<file path="config.mk">
export PLATFORM = sky130hd
export DESIGN_NAME = cpu_controller_flat
export DESIGN_NICKNAME = d
export VERILOG_FILES = /design/src/rtl/cpu_controller_if.sv /design/src/rtl/cpu_controller.sv /design/src/flat_wrapper.sv
export SDC_FILE = /design/constraint.sdc
export NUM_CORES = 1
export LEC_CHECK = 0
export ABC_AREA = 1
export CORE_ASPECT_RATIO = 1.2
export CORE_UTILIZATION = 52
export DETAILED_ROUTE_END_ITERATION = 7
export PLACE_DENSITY_LB_ADDON = 0.15
export SYNTH_ARGS = -nofsm -noshare
export SYNTH_HDL_FRONTEND = slang
export SYNTH_SLANG_ARGS = --single-unit
</file>
<file path="constraint.sdc">
create_clock -name clk -period 2.39 [get_ports clk]
set_clock_uncertainty 0.15 [all_clocks]
set_input_delay 0.478 -clock clk [delete_from_list [all_inputs] [get_ports clk]]
set_output_delay 0.478 -clock clk [all_outputs]
set_load 0.005 [all_outputs]
</file>
<file path="src/rtl/cpu_controller_if.sv">
// cpu_controller_if: instruction-in / datapath-control-out bundle between sequencer and datapath
interface cpu_controller_if #(
    parameter int CNT_W = 16
);
    logic             s;
    logic [2:0]       opcode;
    logic [1:0]       op;
    logic             w;
    logic [2:0]       nsel;
    logic [1:0]       vsel;
    logic             loada;
    logic             loadb;
    logic             loadc;
    logic             loads;
    logic             asel;
    logic             bsel;
    logic             write;
    logic [1:0]       alu_op;
    logic             halted;
    logic [CNT_W-1:0] instr_cnt;

    modport master (
        output s, opcode, op,
        input  w, nsel, vsel, loada, loadb, loadc, loads, asel, bsel, write, alu_op, halted, instr_cnt
    );

    modport slave (
        input  s, opcode, op,
        output w, nsel, vsel, loada, loadb, loadc, loads, asel, bsel, write, alu_op, halted, instr_cnt
    );
endinterface

</file>
<file path="src/rtl/cpu_controller.sv">
// cpu_controller: Moore FSM sequencing one datapath instruction per start pulse; HALT opcode enabled by `define CTRL_HALT_EN
module cpu_controller #(
    parameter logic [2:0] OPC_MOV  = 3'b110,
    parameter logic [2:0] OPC_ALU  = 3'b101,
    parameter logic [2:0] OPC_HALT = 3'b111,
    parameter int         CNT_W    = 16
) (
    input logic             clk,
    input logic             reset,
    cpu_controller_if.slave bus
);
    typedef enum logic [3:0] {
        S_WAIT, S_DECODE, S_GET_A, S_GET_B, S_EXEC, S_WR_REG, S_IMM, S_WR_IMM, S_HALT
    } state_t;

    state_t           state, nxt, halt_tgt;
    logic [2:0]       opc_q;
    logic [1:0]       op_q;
    logic [CNT_W-1:0] cnt_q;
    logic             is_movi, is_movr, is_alu, is_mvn, is_cmp, retire;

    assign is_movi       = (opc_q == OPC_MOV) && (op_q == 2'b10);
    assign is_movr       = (opc_q == OPC_MOV) && (op_q == 2'b00);
    assign is_alu        = (opc_q == OPC_ALU);
    assign is_mvn        = is_alu && (op_q == 2'b11);
    assign is_cmp        = is_alu && (op_q == 2'b01);
    assign bus.instr_cnt = cnt_q;

`ifdef CTRL_HALT_EN
    assign halt_tgt   = S_HALT;
    assign bus.halted = (state == S_HALT);
`else
    assign halt_tgt   = S_WAIT;
    assign bus.halted = 1'b0;
`endif

    // state register; the instruction fields are captured only when a start is accepted in WAIT
    always_ff @(posedge clk or posedge reset) begin
        if (reset) begin
            state <= S_WAIT;
            opc_q <= '0;
            op_q  <= '0;
        end else begin
            state <= nxt;
            if (state == S_WAIT && bus.s) begin
                opc_q <= bus.opcode;
                op_q  <= bus.op;
            end
        end
    end

    // retired-instruction counter, wraps naturally
    always_ff @(posedge clk or posedge reset) begin
        if (reset)
            cnt_q <= '0;
        else if (retire)
            cnt_q <= cnt_q + 1'b1;
    end

    // next state and Moore outputs; MOV# spends one idle cycle in S_IMM before the write
    always_comb begin
        nxt        = state;
        retire     = 1'b0;
        bus.w      = 1'b0;
        bus.nsel   = 3'b000;
        bus.vsel   = 2'b00;
        bus.loada  = 1'b0;
        bus.loadb  = 1'b0;
        bus.loadc  = 1'b0;
        bus.loads  = 1'b0;
        bus.asel   = 1'b0;
        bus.bsel   = 1'b0;
        bus.write  = 1'b0;
        bus.alu_op = is_alu ? op_q : 2'b00;
        case (state)
            S_WAIT: begin
                bus.w = 1'b1;
                nxt   = bus.s ? S_DECODE : S_WAIT;
            end
            S_DECODE: begin
                nxt    = is_movi ? S_IMM :
                         (is_movr || is_mvn) ? S_GET_B :
                         is_alu ? S_GET_A :
                         (opc_q == OPC_HALT) ? halt_tgt : S_WAIT;
                retire = (nxt == S_HALT);
            end
            S_GET_A: begin
                bus.nsel  = 3'b001;
                bus.loada = 1'b1;
                nxt       = S_GET_B;
            end
            S_GET_B: begin
                bus.nsel  = 3'b100;
                bus.loadb = 1'b1;
                nxt       = S_EXEC;
            end
            S_EXEC: begin
                bus.asel  = is_movr;
                bus.loads = is_cmp;
                bus.loadc = !is_cmp;
                nxt       = is_cmp ? S_WAIT : S_WR_REG;
                retire    = is_cmp;
            end
            S_WR_REG: begin
                bus.nsel  = 3'b010;
                bus.write = 1'b1;
                nxt       = S_WAIT;
                retire    = 1'b1;
            end
            S_IMM: nxt = S_WR_IMM;
            S_WR_IMM: begin
                bus.nsel  = 3'b001;
                bus.vsel  = 2'b10;
                bus.write = 1'b1;
                nxt       = S_WAIT;
                retire    = 1'b1;
            end
            S_HALT: nxt = S_HALT;
            default: nxt = S_WAIT;
        endcase
    end
endmodule

</file>
<file path="src/flat_wrapper.sv">
// flat-port wrapper written by rule: the top's interface ports become plain ports
module cpu_controller_flat 
#(
    parameter logic [2:0] OPC_MOV  = 3'b110,
    parameter logic [2:0] OPC_ALU  = 3'b101,
    parameter logic [2:0] OPC_HALT = 3'b111,
    parameter int         CNT_W    = 16
)
  (clk, reset, bus_s, bus_opcode, bus_op, bus_w, bus_nsel, bus_vsel, bus_loada, bus_loadb, bus_loadc, bus_loads, bus_asel, bus_bsel, bus_write, bus_alu_op, bus_halted, bus_instr_cnt);
  cpu_controller_if #(.CNT_W(CNT_W)) bus_i ();
  input logic clk;
  input logic reset;
  input wire logic [$bits(bus_i.s)-1:0] bus_s;
  input wire logic [$bits(bus_i.opcode)-1:0] bus_opcode;
  input wire logic [$bits(bus_i.op)-1:0] bus_op;
  output wire logic [$bits(bus_i.w)-1:0] bus_w;
  output wire logic [$bits(bus_i.nsel)-1:0] bus_nsel;
  output wire logic [$bits(bus_i.vsel)-1:0] bus_vsel;
  output wire logic [$bits(bus_i.loada)-1:0] bus_loada;
  output wire logic [$bits(bus_i.loadb)-1:0] bus_loadb;
  output wire logic [$bits(bus_i.loadc)-1:0] bus_loadc;
  output wire logic [$bits(bus_i.loads)-1:0] bus_loads;
  output wire logic [$bits(bus_i.asel)-1:0] bus_asel;
  output wire logic [$bits(bus_i.bsel)-1:0] bus_bsel;
  output wire logic [$bits(bus_i.write)-1:0] bus_write;
  output wire logic [$bits(bus_i.alu_op)-1:0] bus_alu_op;
  output wire logic [$bits(bus_i.halted)-1:0] bus_halted;
  output wire logic [$bits(bus_i.instr_cnt)-1:0] bus_instr_cnt;
  assign bus_i.s = bus_s;
  assign bus_i.opcode = bus_opcode;
  assign bus_i.op = bus_op;
  assign bus_w = bus_i.w;
  assign bus_nsel = bus_i.nsel;
  assign bus_vsel = bus_i.vsel;
  assign bus_loada = bus_i.loada;
  assign bus_loadb = bus_i.loadb;
  assign bus_loadc = bus_i.loadc;
  assign bus_loads = bus_i.loads;
  assign bus_asel = bus_i.asel;
  assign bus_bsel = bus_i.bsel;
  assign bus_write = bus_i.write;
  assign bus_alu_op = bus_i.alu_op;
  assign bus_halted = bus_i.halted;
  assign bus_instr_cnt = bus_i.instr_cnt;
  cpu_controller #(.OPC_MOV(OPC_MOV), .OPC_ALU(OPC_ALU), .OPC_HALT(OPC_HALT), .CNT_W(CNT_W)) u_core (.clk(clk), .reset(reset), .bus(bus_i));
endmodule
</file>
==> impl_results.md <==
* Synth Area in Compound Gates at 0.0537
* Final Util at 0.759
* Status: finished, violations left
* Synth warnings at 0
* WP buf/inv at 1
* Mapped cell area at ~0.0015 sq mm
* Starting DRC count in detailed routing at 29
* WL final at 3.36 mm
* Period utilization at 1.00
* Grt ovf at 0
* Register bit total from synthesis at 25
* Fraction of the mapped netlist area in simple logic gates at 0.374
* Cts hold-fix bufs at 0
* Die X at slightly above 50 microns
* Failing checks: setup timing
* Crit-path cells: or2_4 > nor2_4 > or2_2 > clkdlybuf4s50_1
* Antenna cells at 0
* Clk_lat worst skew at about 0.32 ns
* Routability congestion estimate from global placement at about 0.83
* Synth Area in XOR/XNOR at 0.0462
* Clk sinks at 25
* Drt drc at 0
* Worst Path Required at approximately 1.8 ns
* Fin worst setup slack at -0.000714 ns
* DR pass1 iterations at 4
* Critical path class: register to primary output
* Largest net degree at the start of global routing at 26
* Crit path largest cell delay at between 0.4 and 0.5 ns
* Number of port buffers at 36
* Crit path launch type: register
* Avg WL per Cell at 11.7 microns
* Hold Vio Cnt, Final at 0
* Starting density of the core at 0.567
* Peak Freq at around 420 MHz
* Unrepaired setup endpoints after global routing: true
* Crit path max-delay family: simple AND/OR/NAND/NOR gates
* Die Y at 60.6 microns
* Multi-input gate area at slightly below 800 sq um
* Worst setup path startpoint: u_core.state[3]
* Final ANT Viol Nets at 0
* First-pass GRT wire length at between 5 and 6 mm
* WL met3 at roughly 130 microns
* VDD IR max at between 0.7 and 0.8 mV
* Routed met2 length at around 1.8 mm
* # IOs at 40
* H-tree depth at 1
* DIE AREA at roughly 0.0031 sq mm
* CP Depth at 4
* All-layer global routing usage at 0.234
* Max-cap viol count at 0
* P&R area growth vs syn at 33.8%
* CTS tree: built
* R2R cell count at 8
* Vias in the first global route at 1320
* Row count at 20
* PnR Total Power at between 1000 and 1500 uW
* FF-to-FF Start: u_core.bus.instr_cnt[0]
* Root buffer cell: clkbuf_4
* M1 WL at approximately 1.4 mm
* Final-stage net count at 263
* Worst Path Max Fanout at 5
* Share of cells above drive strength 1 at 0.130
* Min Tclk post-route at approximately 2.4 ns
* Top sig layer: met4
* Avg Inst Size Synth at slightly above 7 sq um
* Main combinational cell family by area after synthesis: simple AND/OR/NAND/NOR gates
* Power Dens Cells at between 600 and 700 mW/mm^2
* CTS Buf Count at 3
* Adder-Cell Fraction of Synth Area at 0.00840
* Hold Crit Class: primary input to asynchronous set/reset pin
* Initial antenna violation count at 0
* Leak Pwr at between 0.0009 and 0.001 uW
* Via count at ~1400
* # fillers at between 200 and 250
* Setup crit end kind: primary output
* Clock buffer depth at 2
* Slew Viols, Final at 0
* Detail Placement HPWL at around 2.3 mm
* Unique masters post-synth at 25
* Setup violations, final at 1
* Slowest CP cell: clkdlybuf4s50_1
* Worst Path Arrival at about 1.8 ns
* Post-Syn Instances at 210
* Core Area at 0.00263 sq mm
* CTS clock-pin slew for the worst setup and hold paths at ~0.14 ns
* Register area share after synthesis at 0.420
* Vias per std cell at around 5
* Reg area at around 630 sq um
* Proportion of synthesized area in mux cells at 0
## cells in the mapped netlist (all sizes together)
library cell,instances,share of area
o21ai,11,0.037
dfrtp,25,0.42
nand4,5,0.021
nand3b,2,0.010
nor3,7,0.024
nand3,13,0.044
buf,5,0.030
nor2,31,0.086
nand2,69,0.18
or2,2,0.0084
conb,1,0.0025
a21oi,5,0.017
inv,26,0.065
xor2,5,0.034
ha,1,0.0084
xnor2,2,0.012
## timing repair
| item | CTS | global route |
|---|---|---|
| resized for setup | 10 | 13 |
| pin swaps | 0 | 3 |
| endpoints found under the setup margin | 5 | 9 |
| endpoints found under the hold margin | 0 | 0 |
| buffers inserted | 0 | 5 |
## report_power, final
group / internal, uW / leakage (uW) / switching [uW] / total (uW)
Sequential: 501 / 0.000327 / 95.2 / 596
Clock: 62.6 / 0.0000177 / 129 / 192
Combinational: 258 / 0.000601 / 272 / 530
## cell usage in the layout, fill, tap and decap left out, types with 2 or more instances in the layout
| cell | count |
|---|---|
| buf_4 | 6 |
| a21oi_1 | 5 |
| conb_1 | 3 |
| nor2_2 | 3 |
| dfrtp_2 | 2 |
| nor2_1 | 24 |
| inv_1 | 23 |
| dlymetal6s2s_1 | 5 |
| nand3b_1 | 2 |
| nor2_4 | 4 |
| nand4_1 | 5 |
| nor3_2 | 2 |
| nand2_2 | 4 |
| nand2_1 | 64 |
| nor3_1 | 5 |
| o21ai_1 | 8 |
| dfrtp_1 | 23 |
| clkdlybuf4s50_1 | 31 |
| clkbuf_4 | 3 |
| o21ai_0 | 3 |
| xnor2_1 | 2 |
| inv_2 | 2 |
| nand3_1 | 12 |
| xor2_1 | 4 |
## routing by layer
metal	GRT usage	vias up
met3	0.0301	4
met5	0	-
met4	0.0913	0
li1	-	735
met1	0.278	665
met2	0.430	44
## state kept, by name, indices dropped and copies added (netlist names)
signal,flops
u_core.bus.instr_cnt,16
u_core.op_q,2
u_core.state,4
u_core.opc_q,3
## final timing paths
path	to	slack, ns
max reg2reg	u_core.bus.instr_cnt[10]	0.64
max	bus_nsel[0]	-0.0007
min in group clk	u_core.state[3]	0.35
min	u_core.opc_q[0]	0.35
max in group asynchronous	u_core.state[1]	1.48
min reg2reg	u_core.state[3]	0.35
## logic make-up after synthesis
logic type / Yosys count
fa+ha+maj: 1
buf+inv: 31
simple gates: 129
xor+xnor: 7
flops: 25
other cells: 1
compound gates: 16
## through the flow
step | hold slack (ns) | setup WS [ns] | TNS, ns | cells | instance area (sq um)
CTS | 0.341 | 0.00346 | 0 | 281 | 1920
floorplan | 0.274 | 0.780 | 0 | 212 | 1500
finish | 0.345 | -0.000714 | -0.000714 | 286 | 1990
global route | 0.365 | -0.0602 | -0.0602 | 286 | 1990
detailed placement | 0.293 | 0.268 | 0 | 277 | 1860
global placement | 0.285 | 0.313 | 0 | 277 | 1860
## tightest hold or removal path: stages
cell and delay, ns:
clkdlybuf4s50_1 0.39, inv_1 0.05, buf_4 0.30
## cell type report
type / count / share of cell area
clock inverters: 1 / 0.00251
flip-flops and latches: 25 / 0.315
inverters: 26 / 0.0502
repair buffers: 42 / 0.210
clock buffers: 3 / 0.0113
well taps: 33 / 0.0207
multi-input cells: 156 / 0.391
(Power assumes the default switching activity.)
